===== src/rtl/fault_responder.sv =====
// fault_responder: response end of the fault detector. It drives power enable, derate and the detector re-arm,
// and runs bounded auto-retry with holdoff and a latched lockout. Optional trip counter: FAULT_RESP_TRIP_CNT_EN.
module fault_responder #(
    parameter int unsigned HOLDOFF_CYCLES   = 16,
    parameter int unsigned MAX_RETRIES      = 3,
    parameter int unsigned SOFTSTART_CYCLES = 4,
    parameter int unsigned STABLE_CYCLES    = 32
) (
    input  logic                               clk,
    input  logic                               rst,
    input  logic                               warning,
    input  logic                               fault,
    input  logic                               shutdown,
    input  logic                               ack_clear,
    output logic                               pwr_en,
    output logic                               derate,
    output logic                               det_rstn,
    output logic                               lockout,
    output logic [$clog2(MAX_RETRIES+1)-1:0]   retry_cnt,
    output logic [2:0]                         state
`ifdef FAULT_RESP_TRIP_CNT_EN
    ,
    output logic [15:0]                        trip_count
`endif
);

    localparam int unsigned RW           = $clog2(MAX_RETRIES + 1);
    localparam int unsigned REARM_CYCLES = 2;
    localparam int unsigned TMAX_A       = (HOLDOFF_CYCLES > SOFTSTART_CYCLES) ? HOLDOFF_CYCLES : SOFTSTART_CYCLES;
    localparam int unsigned TMAX         = (TMAX_A > REARM_CYCLES) ? TMAX_A : REARM_CYCLES;
    localparam int unsigned TW           = $clog2(TMAX);
    localparam int unsigned SW           = $clog2(STABLE_CYCLES + 1);

    localparam logic [TW-1:0] REARM_LAST = TW'(REARM_CYCLES - 1);
    localparam logic [TW-1:0] SOFT_LAST  = TW'(SOFTSTART_CYCLES - 1);
    localparam logic [TW-1:0] HOLD_LAST  = TW'(HOLDOFF_CYCLES - 1);
    localparam logic [SW-1:0] STABLE_MAX = SW'(STABLE_CYCLES);
    localparam logic [RW-1:0] RETRY_MAX  = RW'(MAX_RETRIES);

    typedef enum logic [2:0] {
        S_REARM     = 3'd0,
        S_SOFTSTART = 3'd1,
        S_RUN       = 3'd2,
        S_DERATE    = 3'd3,
        S_TRIP      = 3'd4,
        S_HOLDOFF   = 3'd5,
        S_LOCKOUT   = 3'd6
    } state_t;

    state_t        state_q, state_d;
    logic [RW-1:0] retry_cnt_q, retry_cnt_d;
    logic [TW-1:0] tmr_q, tmr_d;
    logic [SW-1:0] stable_q, stable_d;
    logic          pwr_en_q, pwr_en_d;
    logic          derate_q, derate_d;
    logic          det_rstn_q, det_rstn_d;
    logic          lockout_q, lockout_d;
    logic          trip;
    logic          timed;

    function automatic logic is_run(input state_t s);
        return (s == S_RUN) || (s == S_DERATE);
    endfunction

    assign trip = fault | shutdown;

    always_comb begin
        state_d     = state_q;
        retry_cnt_d = retry_cnt_q;
        case (state_q)
            S_REARM: begin
                if (tmr_q == REARM_LAST) state_d = S_SOFTSTART;
            end
            S_SOFTSTART: begin
                if (trip)                   state_d = S_TRIP;
                else if (tmr_q == SOFT_LAST) state_d = S_RUN;
            end
            S_RUN: begin
                if (trip)         state_d = S_TRIP;
                else if (warning) state_d = S_DERATE;
            end
            S_DERATE: begin
                if (trip)          state_d = S_TRIP;
                else if (!warning) state_d = S_RUN;
            end
            S_TRIP: begin
                if (retry_cnt_q == RETRY_MAX) begin
                    state_d = S_LOCKOUT;
                end else begin
                    state_d     = S_HOLDOFF;
                    retry_cnt_d = retry_cnt_q + RW'(1);
                end
            end
            S_HOLDOFF: begin
                if (tmr_q == HOLD_LAST) state_d = S_REARM;
            end
            S_LOCKOUT: begin
                if (ack_clear) begin
                    state_d     = S_REARM;
                    retry_cnt_d = '0;
                end
            end
            default: state_d = S_REARM;
        endcase

        // The dwell timer restarts on every state change and only runs in the timed states.
        timed = (state_d == state_q) &&
                ((state_q == S_REARM) || (state_q == S_SOFTSTART) || (state_q == S_HOLDOFF));
        tmr_d = timed ? tmr_q + TW'(1) : '0;

        // A clean cycle is one spent in RUN/DERATE that does not end in a trip.
        stable_d = '0;
        if (is_run(state_q) && is_run(state_d)) begin
            stable_d = (stable_q == STABLE_MAX) ? stable_q : stable_q + SW'(1);
            if ((stable_d == STABLE_MAX) && (stable_q != STABLE_MAX)) retry_cnt_d = '0;
        end

        pwr_en_d   = 1'b0;
        derate_d   = 1'b0;
        det_rstn_d = 1'b1;
        lockout_d  = 1'b0;
        case (state_d)
            S_REARM:     det_rstn_d = 1'b0;
            S_SOFTSTART: begin
                pwr_en_d = 1'b1;
                derate_d = 1'b1;
            end
            S_RUN:       pwr_en_d = 1'b1;
            S_DERATE: begin
                pwr_en_d = 1'b1;
                derate_d = 1'b1;
            end
            S_LOCKOUT:   lockout_d = 1'b1;
            default: ;
        endcase
    end

    always_ff @(posedge clk) begin
        if (rst) begin
            state_q     <= S_REARM;
            retry_cnt_q <= '0;
            tmr_q       <= '0;
            stable_q    <= '0;
            pwr_en_q    <= 1'b0;
            derate_q    <= 1'b0;
            det_rstn_q  <= 1'b0;
            lockout_q   <= 1'b0;
        end else begin
            state_q     <= state_d;
            retry_cnt_q <= retry_cnt_d;
            tmr_q       <= tmr_d;
            stable_q    <= stable_d;
            pwr_en_q    <= pwr_en_d;
            derate_q    <= derate_d;
            det_rstn_q  <= det_rstn_d;
            lockout_q   <= lockout_d;
        end
    end

    assign state     = state_q;
    assign retry_cnt = retry_cnt_q;
    assign pwr_en    = pwr_en_q;
    assign derate    = derate_q;
    assign det_rstn  = det_rstn_q;
    assign lockout   = lockout_q;

`ifdef FAULT_RESP_TRIP_CNT_EN
    logic [15:0] trip_count_q, trip_count_d;

    always_comb begin
        trip_count_d = trip_count_q;
        if ((state_d == S_TRIP) && (trip_count_q != 16'hFFFF)) trip_count_d = trip_count_q + 16'd1;
    end

    always_ff @(posedge clk) begin
        if (rst) trip_count_q <= '0;
        else     trip_count_q <= trip_count_d;
    end

    assign trip_count = trip_count_q;
`endif

endmodule


===== config.mk =====
export PLATFORM = sky130hd
export DESIGN_NAME = fault_responder
export DESIGN_NICKNAME = d
export VERILOG_FILES = /design/src/rtl/fault_responder.sv
export SDC_FILE = /design/constraint.sdc
export NUM_CORES = 1
export LEC_CHECK = 0
export CORE_AREA = 4 4 54 56
export CTS_BUF_LIST = sky130_fd_sc_hd__clkbuf_16
export CTS_CLUSTER_DIAMETER = 40
export DETAILED_ROUTE_END_ITERATION = 6
export DIE_AREA = 0 0 58 60
export SETUP_SLACK_MARGIN = 0.15
export SLEW_MARGIN = 20
export SYNTH_ARGS = -nofsm -noshare
export SYNTH_HDL_FRONTEND = slang
export SYNTH_SLANG_ARGS = --single-unit

===== constraint.sdc =====
create_clock -name clk -period 3.94 [get_ports clk]
set_input_delay 0.591 -clock clk [delete_from_list [all_inputs] [get_ports clk]]
set_output_delay 0.591 -clock clk [all_outputs]
set_load 0.005 [all_outputs]

==> results.cfg <==
[logic_synthesis]
synth.avg_cell_area_um2 = 8.80
synth_top_area_share_pct = 40.0
synth_flop_cell = dfxtp_1
synth.area.top_cells = dfxtp_1, nor2_1, ha_1, nand3_1, xor2_1
syn_inst = 108
yosys.area.top_type = dfxtp_1
synth_cell_type_count = 35
synth_nets = 118
syn_area_um2 = 951
synth_edf_count = 0
async_flop_share_pct = 0
ys_warn_count = 0
synth_common_cells = dfxtp_1, nor2_1, nand3_1, nand2_1, nor3_1
yosysMostFrequentCell = dfxtp_1
yosysSeqAreaShare_pct = 40.0
ys_ff_latch = 19

[timing]
worstMarginPinSlew_ps = 594
setup_violations = 0
grt_setup_unrepaired = false
hold_viol_final = 0
setup_ws_ps = 1930
skew_ps = 1.59
tns_ps = 0
timing.final.crit_share_pct = 51.0
period_needed_ps = 2010
slew_violations = 0
max_clock_freq_mhz = 498
hold_ws_ps = 480
timing.max_slew.rel_slack_pct = 60.0

[route]
drc_errors = 0
drt_iter0_markers = 14
wl_um = 1860
vias_per_cell = 5.24
num_vias = 796
wl_per_cell_um = 12.2
ant_nets = 0
first_pass_iters = 4

[hold_path]
hp-class = flop to flop
worstHoldStart = tmr_q[0]
worstHoldEndpoint = tmr_q[0]
whs_path_depth = 1

[pwr]
power_density_nw_per_um2 = 620
leakagePower_nw = 0.435
total_power_w = 0.000731
vdd_drop_max_mv = 0.289

[floorplan]
boundaryPins = 15
die_h_um = 60
initial_core_util_pct = 39.1
die_area_um2 = 3480
die_w_um = 58
core_um2 = 2430
rows = 18

[setup_path]
r2r-end = retry_cnt[1]
worst_setup_path_start_kind = flop
rrSetupSlack_ps = 2140
cp_top_family = buffers and inverters
path_cells = clkdlybuf4s50_1
r2r_cells = 4
cp_data_arrival_time_ps = 1420
cp_max_fo = 13
critPathBufInv = 1
cp.required_ps = 3350
criticalPathCategory = flop to output pin
slowest_delay_ps = 590
r2r_start = state[1]
end_kind = output pin
cp_slowest_cell = clkdlybuf4s50_1

[grt]
grt_util_met1_pct = 16.4
met2_usage_pct = 20.8
grt_overflow = 0
grt_antenna_before_repair = 0
use_met3_pct = 3.02
top_usage_layer = met2
grt_start_max_net_pins = 14
grtUsageTotal_pct = 12.9
grt_pass1_vias = 787
grt_pass1_wl_um = 3480

[cts]
cts_resized = 0
hold_buffers = 0
cts_sinks = 19
cts_made_buffers = 3
clkTransAtPathRegs_ps = 50
clockBufferDepth = 2
root_buffer = clkbuf_16
insertion_delay_ps = 250
htreeDepth = 1
tritoncts = built
cts_setup_buffers = 0

[finish]
area_growth_pct = 23.8
fillCellCount = 258
drive_gt1_share_pct = 7.38
n_antenna_cell = 0
fin_nets = 133

[outcome]
outcome = complete, no violations

[placement]
dp_hpwl_um = 1420
dpl_worst_slack_ps = 1720
globalplace.congestion = 0.842
portBuffers = 14

[run]
drv_cap = 0
## metal layers
metal  part of all wire [%]  routed length, µm
met1                     48                884
met5                      0                  0
met3                    5.8                108
met2                     44                827
met4                    2.1                 39
## power breakdown
| part | internal (W) | total [W] | switching (W) |
|---|---|---|---|
| Clock | 0.000136 | 0.000206 | 0.0000702 |
| Combinational | 0.000137 | 0.000244 | 0.000107 |
| Sequential | 0.000234 | 0.000280 | 0.0000463 |
| Total | 0.000507 | 0.000731 | 0.000224 |
## worst max path at each step
stage	startpoint	to	slack, ps	cells after the start
floorplan	shutdown	retry_cnt[1]	2340	5
finish	state[1]	state[1]	1930	1
global placement	ack_clear	retry_cnt[1]	1790	6
CTS	state[1]	state[1]	1930	1
global route	state[1]	state[1]	1850	1
detailed placement	shutdown	retry_cnt[1]	1720	6
## cells by family after synthesis
logic type               share of synthesized area [%]
AND/OR/NAND/NOR                                   32.4
flip-flops                                        40.0
AO/OA/AOI/OAI                                     10.0
buffers and inverters                             4.87
XOR/XNOR                                          6.45
adder cells (fa/ha/maj)                           5.26
multiplexers                                      1.05
## registers in the layout, indices dropped and copies added (netlist names)
register / cells
stable_q: 6
tmr_q: 4
state: 3
retry_cnt: 2
derate: 1
det_rstn: 1
lockout: 1
pwr_en: 1
## placed cells by master, fill, tap and decap left out
master,Yosys,routed
and2_4,1,1
mux2i_1,1,1
o21ai_0,3,3
nor4_2,1,1
nor3b_1,2,2
o2111ai_2,1,1
or3b_1,1,1
nor4_1,2,2
xor2_1,4,4
nor2b_1,3,3
and3_1,3,3
a21oi_1,3,3
clkdlybuf4s50_1,0,14
a22oi_1,2,2
and2_1,2,2
or3_1,1,1
xnor2_1,3,3
o211a_1,1,1
nand2_1,5,5
ha_1,4,4
nor2_1,17,17
inv_1,4,4
nand4b_1,1,1
a221o_1,1,1
and3b_4,1,1
a31oi_1,1,1
dfxtp_1,19,19
a2bb2oi_1,1,1
nand2b_1,1,1
nor3_2,1,1
clkinv_2,0,1
nand3_1,8,8
nor4b_1,1,1
clkbuf_16,0,3
nor3_1,5,5
## area by class of cell
type	instances	area, µm²	share of cell area, %
repair buffers	14	140	11.9
well taps	30	37.5	3.19
clock inverters	1	5.00	0.425
clock buffers	3	75.1	6.38
flip-flops and latches	19	380	32.3
multi-input cells	81	524	44.5
inverters	4	15.0	1.28
## through the flow
| stage | area (µm²) | utilization, % | instances |
|---|---|---|---|
| 2_1_floorplan | 951 | - | 108 |
| 3_3_place_gp | 1100 | 45.1 | 148 |
| 3_5_place_dp | 1100 | 45.1 | 148 |
| 4_1_cts | 1180 | 48.4 | 152 |
| 5_1_grt | 1180 | 48.4 | 152 |
| 6_report | 1180 | 48.4 | 152 |
No activity file was read; power rests on OpenSTA's default activity.
